## config.mk

```make
export PLATFORM = sky130hd
export DESIGN_NAME = multi_sprite_engine
export DESIGN_NICKNAME = d
export VERILOG_FILES = /design/src/rtl/multi_sprite_engine.sv
export SDC_FILE = /design/constraint.sdc
export NUM_CORES = 2
export LEC_CHECK = 0
export CORE_MARGIN = 1
export CORE_UTILIZATION = 50
export CTS_BUF_LIST = sky130_fd_sc_hd__clkbuf_8
export DETAILED_ROUTE_END_ITERATION = 12
export PLACE_DENSITY = 0.71
export SLEW_MARGIN = 20
export SYNTH_ARGS = -nofsm -noshare
export SYNTH_HDL_FRONTEND = slang
export SYNTH_HIERARCHICAL = 1
export SYNTH_SLANG_ARGS = --single-unit
```

## constraint.sdc

```tcl
create_clock -name clk -period 13.5 [get_ports clk]
set_clock_uncertainty 0.05 [all_clocks]
set_input_delay 2.7 -clock clk [delete_from_list [all_inputs] [get_ports clk]]
set_output_delay 2.7 -clock clk [all_outputs]
set_load 0.03 [all_outputs]
```

## src/rtl/multi_sprite_engine.sv

```systemverilog
// multi_sprite_engine: VGA-style timing generator with NUM_SPRITES scaled
// 1bpp sprites drawn over a background colour.
//
// Ports
//   clk, reset_n          clock, asynchronous active-low reset
//   cfg_we/addr/wdata     byte-wide register write port
//   rrggbb                pixel colour, registered
//   hsync, vsync          sync pulses, registered and aligned with rrggbb
//   next_vertical         combinational pulse on the last cycle of a line
//   next_frame            combinational pulse on the last cycle of a frame
//   collision             sticky sprite-overlap flag
//
// Register map: sprite i at 32*i: +0 x, +1 y, +2 colour, +3 ctrl[0]=enable,
// +4+2r / +5+2r bitmap row r low/high byte. 0xF0 background, 0xF1 clears
// collision. x/y/colour/ctrl are double-buffered and commit at frame end;
// bitmaps are written live.
//
// Optional feature macro: SPRITE_COLLISION_EN (collision detection). When it
// is undefined collision is tied low and 0xF1 writes have no effect.

module sprite_lane #(
  parameter int SPRITE_WIDTH  = 12,
  parameter int SPRITE_HEIGHT = 12
) (
  input  logic [11:0]                    bh,
  input  logic [11:0]                    bv,
  input  logic [7:0]                     x,
  input  logic [7:0]                     y,
  input  logic                           en,
  input  logic [SPRITE_HEIGHT-1:0][15:0] rows,
  output logic                           hit
);
  // Coordinates are compared 12 bits wide so x+width never wraps back onto
  // the left/top edge of the screen.
  logic [11:0] x12, y12, dy;
  logic [3:0]  col;
  logic [15:0] row;
  logic        cov;

  assign x12 = {4'b0, x};
  assign y12 = {4'b0, y};
  assign dy  = bv - y12;
  assign col = 4'(bh - x12);
  assign cov = (bh >= x12) && (bh < x12 + 12'(SPRITE_WIDTH)) &&
               (bv >= y12) && (bv < y12 + 12'(SPRITE_HEIGHT));

  always_comb begin
    row = '0;
    for (int r = 0; r < SPRITE_HEIGHT; r++)
      if (dy == 12'(r)) row = rows[r];
  end

  assign hit = en && cov && row[col];
endmodule

module multi_sprite_engine #(
  parameter int NUM_SPRITES   = 4,
  parameter int SPRITE_WIDTH  = 12,
  parameter int SPRITE_HEIGHT = 12,
  parameter int SCALE_LOG2    = 3,
  parameter int WIDTH  = 800, parameter int HFRONT = 40,
  parameter int HSYNC  = 128, parameter int HBACK  = 88,
  parameter int HEIGHT = 600, parameter int VFRONT = 1,
  parameter int VSYNC  = 4,   parameter int VBACK  = 23
) (
  input  logic       clk,
  input  logic       reset_n,
  input  logic       cfg_we,
  input  logic [7:0] cfg_addr,
  input  logic [7:0] cfg_wdata,
  output logic [5:0] rrggbb,
  output logic       hsync,
  output logic       vsync,
  output logic       next_vertical,
  output logic       next_frame,
  output logic       collision
);
  localparam int HTOTAL = WIDTH + HFRONT + HSYNC + HBACK;
  localparam int VTOTAL = HEIGHT + VFRONT + VSYNC + VBACK;
  localparam int HW = $clog2(HTOTAL);
  localparam int VW = $clog2(VTOTAL);
  localparam int NS = NUM_SPRITES;

  // ---------------- timing ----------------
  logic [HW-1:0] h;
  logic [VW-1:0] v;

  always_ff @(posedge clk or negedge reset_n) begin
    if (!reset_n) begin
      h <= '0;
      v <= '0;
    end else if (next_vertical) begin
      h <= '0;
      v <= (v == VW'(VTOTAL-1)) ? '0 : v + VW'(1);
    end else begin
      h <= h + HW'(1);
    end
  end

  assign next_vertical = (h == HW'(HTOTAL-1));
  assign next_frame    = next_vertical && (v == VW'(VTOTAL-1));

  // ---------------- configuration ----------------
  logic [NS-1:0][7:0] sh_x, sh_y, ac_x, ac_y;
  logic [NS-1:0][5:0] sh_col, ac_col;
  logic [NS-1:0]      sh_en, ac_en;
  logic [NS-1:0][SPRITE_HEIGHT-1:0][15:0] bmp;
  logic [5:0]         bg;
  logic               spr_wr;
  logic [2:0]         idx;
  logic [4:0]         off;

  // 0xF0..0xFF belong to the global block even if sprite 7 exists.
  // Bitmap rows whose offset would exceed +31 alias the next sprite's
  // register window and are not writable.
  assign spr_wr = cfg_we && (cfg_addr < 8'hF0);
  assign idx    = cfg_addr[7:5];
  assign off    = cfg_addr[4:0];

  always_ff @(posedge clk or negedge reset_n) begin
    if (!reset_n) begin
      for (int i = 0; i < NS; i++) begin
        sh_x[i]   <= 8'(16*i);  ac_x[i]   <= 8'(16*i);
        sh_y[i]   <= 8'd8;      ac_y[i]   <= 8'd8;
        sh_col[i] <= 6'b110001; ac_col[i] <= 6'b110001;
        sh_en[i]  <= (i == 0);  ac_en[i]  <= (i == 0);
      end
      bmp <= '0;
      bg  <= 6'b010101;
    end else begin
      // Commit reads the shadow before any same-cycle write lands.
      if (next_frame) begin
        ac_x   <= sh_x;
        ac_y   <= sh_y;
        ac_col <= sh_col;
        ac_en  <= sh_en;
      end
      if (cfg_we && cfg_addr == 8'hF0) bg <= cfg_wdata[5:0];
      for (int i = 0; i < NS; i++) begin
        if (spr_wr && idx == 3'(i)) begin
          case (off)
            5'd0:    sh_x[i]   <= cfg_wdata;
            5'd1:    sh_y[i]   <= cfg_wdata;
            5'd2:    sh_col[i] <= cfg_wdata[5:0];
            5'd3:    sh_en[i]  <= cfg_wdata[0];
            default: ;
          endcase
          for (int r = 0; r < SPRITE_HEIGHT; r++) begin
            if (int'(off) == 4 + 2*r) bmp[i][r][7:0]  <= cfg_wdata;
            if (int'(off) == 5 + 2*r) bmp[i][r][15:8] <= cfg_wdata;
          end
        end
      end
    end
  end

  // ---------------- sprite lanes ----------------
  logic [11:0]   bh, bv;
  logic [NS-1:0] hits;
  logic          visible;
  logic [5:0]    pix;

  assign bh      = 12'(h >> SCALE_LOG2);
  assign bv      = 12'(v >> SCALE_LOG2);
  assign visible = (int'(h) < WIDTH) && (int'(v) < HEIGHT);

  for (genvar i = 0; i < NS; i++) begin : g_lane
    sprite_lane #(.SPRITE_WIDTH(SPRITE_WIDTH), .SPRITE_HEIGHT(SPRITE_HEIGHT)) u_lane (
      .bh(bh), .bv(bv), .x(ac_x[i]), .y(ac_y[i]), .en(ac_en[i]),
      .rows(bmp[i]), .hit(hits[i])
    );
  end

  // Walk from the top index down so the lowest hitting index wins.
  always_comb begin
    pix = bg;
    for (int i = NS-1; i >= 0; i--)
      if (hits[i]) pix = ac_col[i];
    if (!visible) pix = '0;
  end

  always_ff @(posedge clk or negedge reset_n) begin
    if (!reset_n) begin
      rrggbb <= '0;
      hsync  <= 1'b0;
      vsync  <= 1'b0;
    end else begin
      rrggbb <= pix;
      hsync  <= (int'(h) >= WIDTH + HFRONT) && (int'(h) < WIDTH + HFRONT + HSYNC);
      vsync  <= (int'(v) >= HEIGHT + VFRONT) && (int'(v) < HEIGHT + VFRONT + VSYNC);
    end
  end

`ifdef SPRITE_COLLISION_EN
  // Two or more hits: clear the lowest set bit and see if anything remains.
  logic multi;
  assign multi = visible && ((hits & (hits - NS'(1))) != '0);

  always_ff @(posedge clk or negedge reset_n) begin
    if (!reset_n)                            collision <= 1'b0;
    else if (multi)                          collision <= 1'b1;
    else if (cfg_we && cfg_addr == 8'hF1)    collision <= 1'b0;
  end
`else
  assign collision = 1'b0;
`endif

endmodule

```

==> flow_metrics.env <==
export IMPL_cts_tree="yes"
export IMPL_fin_ws_ns=6.92
export IMPL_place_congestion=0.961
export IMPL_multi_input_area_mm2=0.0254
export IMPL_clk_path_buf_depth=3
export IMPL_synth_seq_cells=987
export IMPL_final_layout_size_suffix_gt1_frac=0.344
export IMPL_end_kind="output port"
export IMPL_synthTopCellsByArea="dfrtp_1, mux2_2, mux4_2"
export IMPL_startpoint_type="register"
export IMPL_postLayoutCoreUtil=0.555
export IMPL_clk_latency_ns=0.85
export IMPL_synthFlopType="dfrtp_1"
export IMPL_cts_max_level=4
export IMPL_grt_overflow=0
export IMPL_ys_warn_count=6
export IMPL_rsz0062_at_grt="false"
export IMPL_avgSynthCellArea_um2=12.3
export IMPL_seqCellArea_mm2=0.0248
export IMPL_hold_slack_ns=0.438
export IMPL_cts_root_buf="clkbuf_8"
export IMPL_p_leak_nw=26.7
export IMPL_yosysUniqueCellTypes=113
export IMPL_antenna_found_initial=2
export IMPL_grt_usage=0.279
export IMPL_min_period_over_period=0.487
export IMPL_cts_resized=0
export IMPL_synthCells=4167
export IMPL_totalWireLength_um=143000
export IMPL_routedWlPerCell_um=24.7
export IMPL_clk_pin_slew_worst_paths_ns=0.06
export IMPL_synthArstFlopShare=1.00
export IMPL_synth_edff_count=0
export IMPL_ios=30
export IMPL_fill_cells=8493
export IMPL_tightest_slew_ns=1.19
export IMPL_synth_top_area_cell="dfrtp_1"
export IMPL_dp_hpwl_um=91300
export IMPL_pre_cts_slack_ns=7.59
export IMPL_rows=117
export IMPL_worstPathRequired_ns=10.75
export IMPL_final_area_mm2=0.0564
export IMPL_drc=0
export IMPL_critPathArrivalTime_ns=3.83
export IMPL_syn_area_mm2=0.0513
export IMPL_cts_hold_buf=0
export IMPL_cap_viol_max_count=0
export IMPL_cts_sinks=987
export IMPL_fin_nets=4425
export IMPL_die_area_mm2=0.104
export IMPL_start_util=0.504
export IMPL_status="completed"
export IMPL_grt_pass1_wl_um=222000
export IMPL_grt_max_degree=196
export IMPL_layout_commonest_cell="mux2_2"
export IMPL_critPathMaxFanout=13
export IMPL_die_x_um=322
export IMPL_vias_per_cell=6.15
export IMPL_final_cell_mix="mux2_2, dfrtp_1, nand2_1"
export IMPL_yosysTopAreaCellShare=0.460
export IMPL_fin_setup_tns_ns=0
export IMPL_hold_viol=0
export IMPL_ir_drop_mv=0.0956
export IMPL_dieHeight_um=322
export IMPL_ant_nets=0
export IMPL_core_mm2=0.102
export IMPL_firstDrtPassIters=8
export IMPL_place_area_mm2=0.0531
export IMPL_fin_crit_ns=6.58
export IMPL_slew_limit_headroom=0.198
export IMPL_min_path_type="reg2reg"
export IMPL_criticalPathCategory="reg2out"
export IMPL_area_delta_synth_final_pct=10.0
export IMPL_routed_via_count=35500
export IMPL_grt_pass1_vias=35800
export IMPL_cts_buffers=163
export IMPL_port_buffers=28
export IMPL_setup_viol_count_final=0
export IMPL_drt_iter0_drc=3458
export IMPL_ys_seq_area_frac=0.483
export IMPL_slew_violations=0
export IMPL_fmax_ghz=0.152
export IMPL_p_per_area_mw_per_mm2=110
export IMPL_cts_setup_buffers=0
[worst max-delay path: stages, from the launching register on]
cell and delay, ns:
dfrtp_1 0.36, buf_4 0.22, nor3_1 0.33, nand3_1 0.41, nor4_1 0.86, clkdlybuf4s50_1 0.82
[routing by layer]
layer | wire length (um) | GRT usage | up-vias
met1 | 63100 | 0.394 | 18400
met2 | 65400 | 0.432 | 1290
met4 | 4510 | 0.100 | 0
met5 | 0 | 0 | -
li1 | - | - | 15500
met3 | 9520 | 0.0507 | 275
[where the power goes]
group | switching (W) | leakage [nW] | internal [W] | total, W
logic | 0.000221 | 11.3 | 0.000150 | 0.000370
clock network | 0.00122 | 1.92 | 0.00143 | 0.00266
registers | 0.0000639 | 13.5 | 0.00309 | 0.00315
[registers in the layout, indices dropped and copies added, names as in the netlist]
register,count
hsync,1
sh_col,24
sh_x,32
vsync,1
ac_y,32
ac_x,32
ac_col,24
bg,6
bmp,768
sh_en,4
rrggbb,6
ac_en,4
sh_y,32
v,10
h,11
[logic make-up (layout without fill, tap and decap cells)]
family	Yosys count	in the layout	share of synthesized area
AOI/OAI and AO/OA	648	648	0.0883
xor gates and xnor gates	74	74	0.0126
adders and majority gates	141	141	0.0356
buffers and inverters	361	494	0.0301
other	1	95	0.0000731
DFF	987	987	0.483
and+or+nand+nor	799	799	0.0807
muxes	1156	1156	0.270
[path summary, 6_finish.rpt]
| kind | slack [ns] | cells after the start | startpoint | end |
|---|---|---|---|---|
| min in group asynchronous | 1.90 | 1 | reset_n | bmp[712]$_DFFE_PN0P_ |
| worst min register to register | 0.44 | 1 | bmp[32]$_DFFE_PN0P_ | bmp[32]$_DFFE_PN0P_ |
| max in group asynchronous | 9.00 | 3 | reset_n | bmp[402]$_DFFE_PN0P_ |
| worst max register to register | 7.47 | 15 | v[6]$_DFFE_PN0P_ | rrggbb[5]$_DFF_PN0_ |
| worst min-delay path | 0.44 | 1 | bmp[32]$_DFFE_PN0P_ | bmp[32]$_DFFE_PN0P_ |
| worst max-delay path | 6.92 | 5 | h[6]$_DFF_PN0_ | next_frame |
[cell usage after synthesis, types with 12 or more instances]
cell type  instances
and2_1            13
mux2_2           958
nand4_1           35
inv_1            110
o21a_1            22
clkbuf_1         155
and3_1            19
nor2_1           143
xor2_1            29
dfrtp_1          942
mux2i_1           86
a21oi_1          136
dfstp_2           45
nor2_2            38
a31oi_1           28
nand2b_1          26
nand2_1          236
a221oi_1          14
o21ai_0          132
o211ai_1          32
nand3_1           89
a21o_1            16
mux4_2            79
a211oi_1          32
nor3_1            51
a22oi_1           12
o221ai_1          12
ha_1             133
o2111ai_1         19
buf_1             19
nor2b_1           40
o31ai_1           16
mux2_1            23
o22ai_1           17
nor4_1            15
buf_2             55
xnor2_1           45
[final cells by class]
| class | instances | share of cell area |
|---|---|---|
| tap | 1368 | 0.0303 |
| clock buffer | 204 | 0.0498 |
| timing repair buffer | 92 | 0.0143 |
| antenna | 4 | 0.000177 |
| clock inverter | 86 | 0.00867 |
| sequential | 987 | 0.439 |
| inverter | 112 | 0.00745 |
| multi-input combinational | 2909 | 0.451 |
[metrics by stage]
step                      total power, W  cells
after floorplan                  0.00340   4257
after global placement           0.00355   5467
after detailed placement         0.00357   5467
after CTS                        0.00623   5757
after global routing             0.00642   5760
final                            0.00618   5762
Power figures use the tool's default switching activity.
